==> src/rtl/ones_comp_serial_ctrl.sv <==
// Bit-serial ones' complement add/subtract on one full-adder slice, with the
// end-around carry applied as a second serial pass. Optional macro: NEG_ZERO_NORM_EN.
module ones_comp_serial_ctrl #(
   parameter int WIDTH = 4
) (
   input  logic             clk,
   input  logic             reset,
   input  logic             start,
   input  logic             op,
   input  logic [WIDTH-1:0] a,
   input  logic [WIDTH-1:0] b,
   output logic             busy,
   output logic             done,
   output logic             wrapped,
   output logic [WIDTH-1:0] result
);

   localparam int CW = $clog2(WIDTH);

   typedef enum logic [1:0] {IDLE, ADD, WRAP, DONE} state_t;

   state_t           state_q;
   logic [WIDTH-1:0] op_a_q;
   logic [WIDTH-1:0] op_b_q;
   logic [WIDTH-1:0] sum_q;
   logic [WIDTH-1:0] result_q;
   logic             carry_q;
   logic             wrapped_q;
   logic [CW-1:0]    cnt_q;

   logic             fa_a;
   logic             fa_b;
   logic             fa_s;
   logic             fa_co;
   logic             last_bit;
   logic [WIDTH-1:0] sum_d;
   logic [WIDTH-1:0] result_d;

   // The single full adder is shared: operand bits in ADD, partial sum plus carry in WRAP.
   always_comb begin
      fa_a     = (state_q == WRAP) ? sum_q[0] : op_a_q[0];
      fa_b     = (state_q == WRAP) ? 1'b0     : op_b_q[0];
      fa_s     = fa_a ^ fa_b ^ carry_q;
      fa_co    = (fa_a & fa_b) | (fa_a & carry_q) | (fa_b & carry_q);
      sum_d    = {fa_s, sum_q[WIDTH-1:1]};
      last_bit = (cnt_q == CW'(WIDTH - 1));
      result_d = sum_d;
`ifdef NEG_ZERO_NORM_EN
      if (&sum_d) result_d = '0;
`endif
   end

   always_ff @(posedge clk) begin
      if (reset) begin
         state_q   <= IDLE;
         op_a_q    <= '0;
         op_b_q    <= '0;
         sum_q     <= '0;
         result_q  <= '0;
         carry_q   <= 1'b0;
         wrapped_q <= 1'b0;
         cnt_q     <= '0;
      end else begin
         case (state_q)
            IDLE: begin
               if (start) begin
                  op_a_q    <= a;
                  op_b_q    <= op ? ~b : b;
                  sum_q     <= '0;
                  carry_q   <= 1'b0;
                  cnt_q     <= '0;
                  wrapped_q <= 1'b0;
                  state_q   <= ADD;
               end
            end
            ADD: begin
               sum_q   <= sum_d;
               op_a_q  <= op_a_q >> 1;
               op_b_q  <= op_b_q >> 1;
               carry_q <= fa_co;
               cnt_q   <= cnt_q + 1'b1;
               if (last_bit) begin
                  if (fa_co) begin
                     carry_q   <= 1'b1;
                     cnt_q     <= '0;
                     wrapped_q <= 1'b1;
                     state_q   <= WRAP;
                  end else begin
                     result_q <= result_d;
                     state_q  <= DONE;
                  end
               end
            end
            WRAP: begin
               // Carry out of this pass is impossible for valid operands and is dropped.
               sum_q   <= sum_d;
               carry_q <= fa_co;
               cnt_q   <= cnt_q + 1'b1;
               if (last_bit) begin
                  result_q <= result_d;
                  state_q  <= DONE;
               end
            end
            DONE: begin
               state_q <= IDLE;
            end
            default: begin
               state_q <= IDLE;
            end
         endcase
      end
   end

   assign busy    = (state_q != IDLE);
   assign done    = (state_q == DONE);
   assign wrapped = wrapped_q;
   assign result  = result_q;

endmodule

==> config.mk <==
export PLATFORM = sky130hd
export DESIGN_NAME = ones_comp_serial_ctrl
export DESIGN_NICKNAME = d
export VERILOG_FILES = /design/src/rtl/ones_comp_serial_ctrl.sv
export SDC_FILE = /design/constraint.sdc
export NUM_CORES = 1
export LEC_CHECK = 0
export ABC_AREA = 1
export CAP_MARGIN = 5
export CORE_MARGIN = 1
export CORE_UTILIZATION = 26
export CTS_CLUSTER_SIZE = 10
export DETAILED_ROUTE_END_ITERATION = 10
export GPL_TIMING_DRIVEN = 0
export SLEW_MARGIN = 20
export SYNTH_ARGS = -nofsm -noshare
export SYNTH_HDL_FRONTEND = slang
export SYNTH_SLANG_ARGS = --single-unit
export TNS_END_PERCENT = 20
==> constraint.sdc <==
create_clock -name clk -period 1.98 [get_ports clk]
set_input_delay 0.198 -clock clk [delete_from_list [all_inputs] [get_ports clk]]
set_output_delay 0.198 -clock clk [all_outputs]
set_load 0.02 [all_outputs]
==> flow_metrics.env, run 1 <==
export IMPL_max_freq_ghz=0.545
export IMPL_clkLatencyLatePin_ps=260
export IMPL_post_route_min_period_ps=1830
export IMPL_grt_pass1_vias=929
export IMPL_finClkSkew_ps=5.97
export IMPL_synth_seq_cells=22
export IMPL_endpoint_kind="flop"
export IMPL_rsz0062_at_grt="false"
export IMPL_vias_per_cell=4.29
export IMPL_dr_max_layer_used="met4"
export IMPL_crit_family="adder cells"
export IMPL_synth_net_count=178
export IMPL_setup_violations_final=0
export IMPL_fin_nets=201
export IMPL_cts_buffer_depth=2
export IMPL_fp_dieH_um=67.8
export IMPL_setup_ws_ps=146
export IMPL_place_ws_ps=-78.9
export IMPL_antenna_found_initial=0
export IMPL_avgSynthCellArea_um2=7.07
export IMPL_cp_required_ps=2180
export IMPL_core_um2=4090
export IMPL_worst_path_max_fanout=6
export IMPL_num_rows=23
export IMPL_path_common_cell="inv_1"
export IMPL_synth_sequential_area_ratio=0.392
export IMPL_slew_viol_final=0
export IMPL_tightest_slew_ps=476
export IMPL_cts_buffers=3
export IMPL_path_cells="inv_1 > ha_1 > mux2i_1 > fa_2 > inv_1 > nand3_1 > a21oi_1"
export IMPL_comb_power_share=0.408
export IMPL_synth_cell_area_um2=1120
export IMPL_wl_met1_um=1210
export IMPL_slowest_delay_ps=480
export IMPL_hpwlAfterDp_um=1730
export IMPL_cts_sinks=22
export IMPL_synthDistinctLibCells=18
export IMPL_status="finished clean"
export IMPL_htree_levels=1
export IMPL_track_usage=0.116
export IMPL_min_path_type="reg2reg"
export IMPL_worst_path_max_delay_cell="fa_2"
export IMPL_syn_inst=159
export IMPL_cts_root_buf="clkbuf_8"
export IMPL_clockPowerShare=0.238
export IMPL_drc=0
export IMPL_vdd_drop_max_v=0.000490
export IMPL_drive_above_1_share=0.0718
export IMPL_port_buffers=18
export IMPL_worstSetupStartpointType="flop"
export IMPL_slew_headroom=0.683
export IMPL_gp_congestion=0.781
export IMPL_p_seq_frac=0.354
export IMPL_worst_endpoint_arrival_ps=2030
export IMPL_die_area_um2=4590
export IMPL_grt_overflow_total=0
export IMPL_switching_power_uw=654
export IMPL_cts_tree="done"
export IMPL_met3_length_um=93
export IMPL_cts_hold_buf=0
export IMPL_period_share=0.926
export IMPL_drt_iter0_drc=26
export IMPL_crit_type="reg2reg"
export IMPL_wl_per_cell_um=10.2
export IMPL_antennaDiodeCount=0
export IMPL_power_per_cell_area_nw_per_um2=1200
export IMPL_finalSetupTns_ps=0
export IMPL_clk_pin_slew_worst_paths_ps=80
export IMPL_grt_pass1_wl_um=4050
export IMPL_drv_cap=0
export IMPL_cp_num_buf_inv=2
export IMPL_ant_nets=0
export IMPL_p_leak_nw=0.622
export IMPL_hold_viol=0
export IMPL_syn_to_final_growth_pct=29.1
export IMPL_initial_core_util=0.275
export IMPL_wirelength_um=2360
export IMPL_pin_count=19
export IMPL_die_w_um=67.8
export IMPL_drt_first_pass_iters=4
export IMPL_wl_met2_um=1050
export IMPL_grt_max_degree=14
export IMPL_cts_setup_buffers=0
export IMPL_fin_util=0.355
export IMPL_intPower_mw=1.09
export IMPL_swShare=0.375
export IMPL_ys_warn_count=0
export IMPL_vias=991
## metrics by stage
| stage | cell area (µm²) | std cells | power [mW] | hold slack (ps) |
|---|---|---|---|---|
| after detailed placement | 1370 | 227 | 1.33 | 446 |
| after global routing | 1450 | 231 | 1.89 | 493 |
| final | 1450 | 231 | 1.74 | 455 |
| after global placement | 1370 | 227 | 1.33 | 446 |
| after floorplan | 1120 | 159 | 1.13 | 267 |
| after CTS | 1440 | 231 | 1.76 | 460 |
## layer usage
layer	GRT usage	vias up
met4	0.0156	0
met5	0	-
met2	0.198	20
li1	-	547
met3	0.0355	2
met1	0.146	422
## power groups by stage
stage	clock network, mW	registers, mW	logic, mW
after global routing	0.443	0.633	0.811
after detailed placement	0	0.624	0.705
final	0.416	0.617	0.711
after CTS	0.431	0.616	0.709
after global placement	0	0.623	0.708
after floorplan	0	0.618	0.514
## cell type report
class                           count  area [µm²]
Timing Repair Buffer               18         183
Sequential cell                    22         444
Fill cell                         451        2630
Buffer                              3        22.5
Clock buffer                        3        41.3
Inverter                           18        67.6
Tap cell                           50        62.6
Clock inverter                      1        30.0
Multi-Input combinational cell    116         602
## logic make-up (layout without fill, tap and decap cells)
| logic type | count (synthesis) | after routing | share of synthesized area |
|---|---|---|---|
| AOI/OAI and AO/OA | 28 | 28 | 0.129 |
| xor gates and xnor gates | 4 | 4 | 0.0311 |
| adders and majority gates | 7 | 7 | 0.0845 |
| buffers and inverters | 21 | 43 | 0.0801 |
| DFF | 22 | 22 | 0.392 |
| muxes | 1 | 1 | 0.00890 |
| and+or+nand+nor | 76 | 76 | 0.275 |
## registers in the layout, indices dropped and copies added, names as in the netlist
name     flops
carry_q      1
cnt_q        2
op_a_q       4
op_b_q       4
result       4
state_q      2
sum_q        4
wrapped      1
## path summary, 6_finish.rpt
path / cells after the start / end / slack (ps) / from
worst max-delay path: 7 / result[3] / 150 / state_q[0]
worst min-delay path: 2 / wrapped / 450 / wrapped
worst min register to register: 2 / wrapped / 450 / wrapped
worst max register to register: 7 / result[3] / 150 / state_q[0]
## Yosys cell counts (all sizes together)
cell / instances / share of area
a21oi: 17 / 0.076
a31oi: 1 / 0.0056
buf: 2 / 0.017
clkbuf: 1 / 0.0033
dfxtp: 22 / 0.39
fa: 1 / 0.018
ha: 6 / 0.067
inv: 18 / 0.060
mux2i: 1 / 0.0089
nand2: 44 / 0.15
nand3: 15 / 0.071
nor2: 17 / 0.057
o21ai: 10 / 0.048
xor2: 4 / 0.031
## worst reg2reg max path: stages (launching register included)
cell and delay (ps):
dfxtp_4 370, inv_1 100, ha_1 240, mux2i_1 290, fa_2 480, inv_1 80, nand3_1 70, a21oi_1 150
## layout by cell type (no fill, tap or decap), types with 2 or more instances in the layout
cell | synthesis | routed
clkbuf_8 | 0 | 3
ha_1 | 6 | 6
nand3_1 | 14 | 14
dfxtp_1 | 22 | 21
a21oi_1 | 17 | 17
nand2_1 | 44 | 42
o21ai_0 | 9 | 9
nand2_2 | 0 | 2
nor2_1 | 17 | 17
xor2_1 | 4 | 4
inv_1 | 17 | 17
clkdlybuf4s50_1 | 0 | 17
## timing repair
item,CTS,global route
pin swaps,0,1
setup endpoints to repair,5,5
resized for setup,1,5
Power figures use the tool's default switching activity.
==> run 2: changes to the inputs <==
--- a/config.mk
+++ b/config.mk
@@ -7,10 +7,10 @@
 export LEC_CHECK = 0
 export ABC_AREA = 1
 export CAP_MARGIN = 5
-export CORE_MARGIN = 1
 export CORE_UTILIZATION = 26
 export CTS_CLUSTER_SIZE = 10
 export DETAILED_ROUTE_END_ITERATION = 10
+export GPL_ROUTABILITY_DRIVEN = 0
 export GPL_TIMING_DRIVEN = 0
 export SLEW_MARGIN = 20
 export SYNTH_ARGS = -nofsm -noshare
==> results of run 2 <==
Same layout as run 1: the final DEF is identical, and so are final timing and power.
==> patch (settings of run 1) <==
The option `NEG_ZERO_NORM_EN` is turned on by a define.
--- a/src/rtl/ones_comp_serial_ctrl.sv
+++ b/src/rtl/ones_comp_serial_ctrl.sv
@@ -1,4 +1,6 @@
 // Bit-serial ones' complement add/subtract on one full-adder slice, with the
 // end-around carry applied as a second serial pass. Optional macro: NEG_ZERO_NORM_EN.
+`define NEG_ZERO_NORM_EN
+
 module ones_comp_serial_ctrl #(
    parameter int WIDTH = 4
Formal check against the unedited RTL: not equivalent (a bounded check fails within 10 cycles, from zero or initial values and one cycle with reset high).
==> patch against run 1 <==
- power down 3.2%
- clock skew decreased by 0.0021 ns
- sequential power up 3%
- area after synthesis increased by 3.8%
- routed wire length rose by 1.4%
- worst setup slack got worse by 0.054 ns
- die area up 3.7%
- sequential cell count stayed put
- final area is 2.7% higher
==> patch: results (changes against run 1) <==
Met3 WL: 87 um (-6.5%)
Compound-Gate Fraction of Synth Area: 10.72% (-2.2 points)
Slew @ Worst Pin: 0.5075 ns (+0.03185 ns)
VDD IR max: 0.5286 mV (+7.8%)
Syn Area/Cell: 6.709 um2 (-5.2%)
Outcome: finished clean
Proportion of layout cells with a drive suffix above 1: 9.694% (+2.5 points)
Met2 Usage GRT: 19.31% (-0.49 points)
Placed insts: 244 (+7.5%)
First DRT Iteration DRCs: 63 (+140%)
WL met2: 1.133 mm (+7.7%)
GP Congestion: 0.8404 (+7.6%)
Slowest cell on the critical path: clkdlybuf4s50_1
Worst path max stage delay: 0.60 ns (+0.12 ns)
Largest cells by area after synthesis: dfxtp_1 38%, nand2_1 19%, inv_1 7.1%, ha_1 6.4%, nor2_1 6.4%
Xor/xnor share of the synthesized area: 3.001% (-0.11 points)
Fillers: 492 (+9.1%)
Post-synthesis mux area share: 0% (-0.89 points)
Adder and majority gate portion of the synthesized area: 8.146% (-0.31 points)
Largest net degree at the start of global routing: 12 (-2)
GRT Total Usage: 11.40% (-0.21 points)
Post-place setup slack: -0.07875 ns (+0.0001610 ns)
Clk cell area share: 2.768% (-2.1 points)
Post-DP Area: 1413 um2 (+3.3%)
First-pass GRT wire length: 4.505 mm (+11%)
FF-to-FF End: result[2]$_SDFFE_PP0P_
Buffers excl. clock: 22 (+4.8%)
[patch: changes by cell type after synthesis, moves of 3 or more]
cell | before | now
nor2_1 | 17 | 20
a21oi_1 | 17 | 13
nand3_1 | 14 | 10
inv_1 | 17 | 22
nand2_1 | 44 | 58
[patch: worst max-delay path by stage]
stage / endpoint / slack (ns)
2_1_floorplan: result[0]$_SDFFE_PP0P_ / 0.13
3_3_place_gp: result[2]$_SDFFE_PP0P_ / -0.08
3_5_place_dp: result[2]$_SDFFE_PP0P_ / -0.08
4_1_cts: result[2]$_SDFFE_PP0P_ / 0.006
5_1_grt: result[0]$_SDFFE_PP0P_ / -0.03
6_report: busy / 0.09
[patch: tightest hold or removal path, stage by stage, from the launching register on]
cell     delay [ns]
dfxtp_1        0.31
inv_1          0.05
a21oi_1        0.05
[patch: report_power, final]
| part | total (mW) | internal [mW] | switching [mW] |
|---|---|---|---|
| combinational | 0.777 | 0.308 | 0.469 |
| clock | 0.277 | 0.136 | 0.141 |
| sequential | 0.634 | 0.556 | 0.0781 |
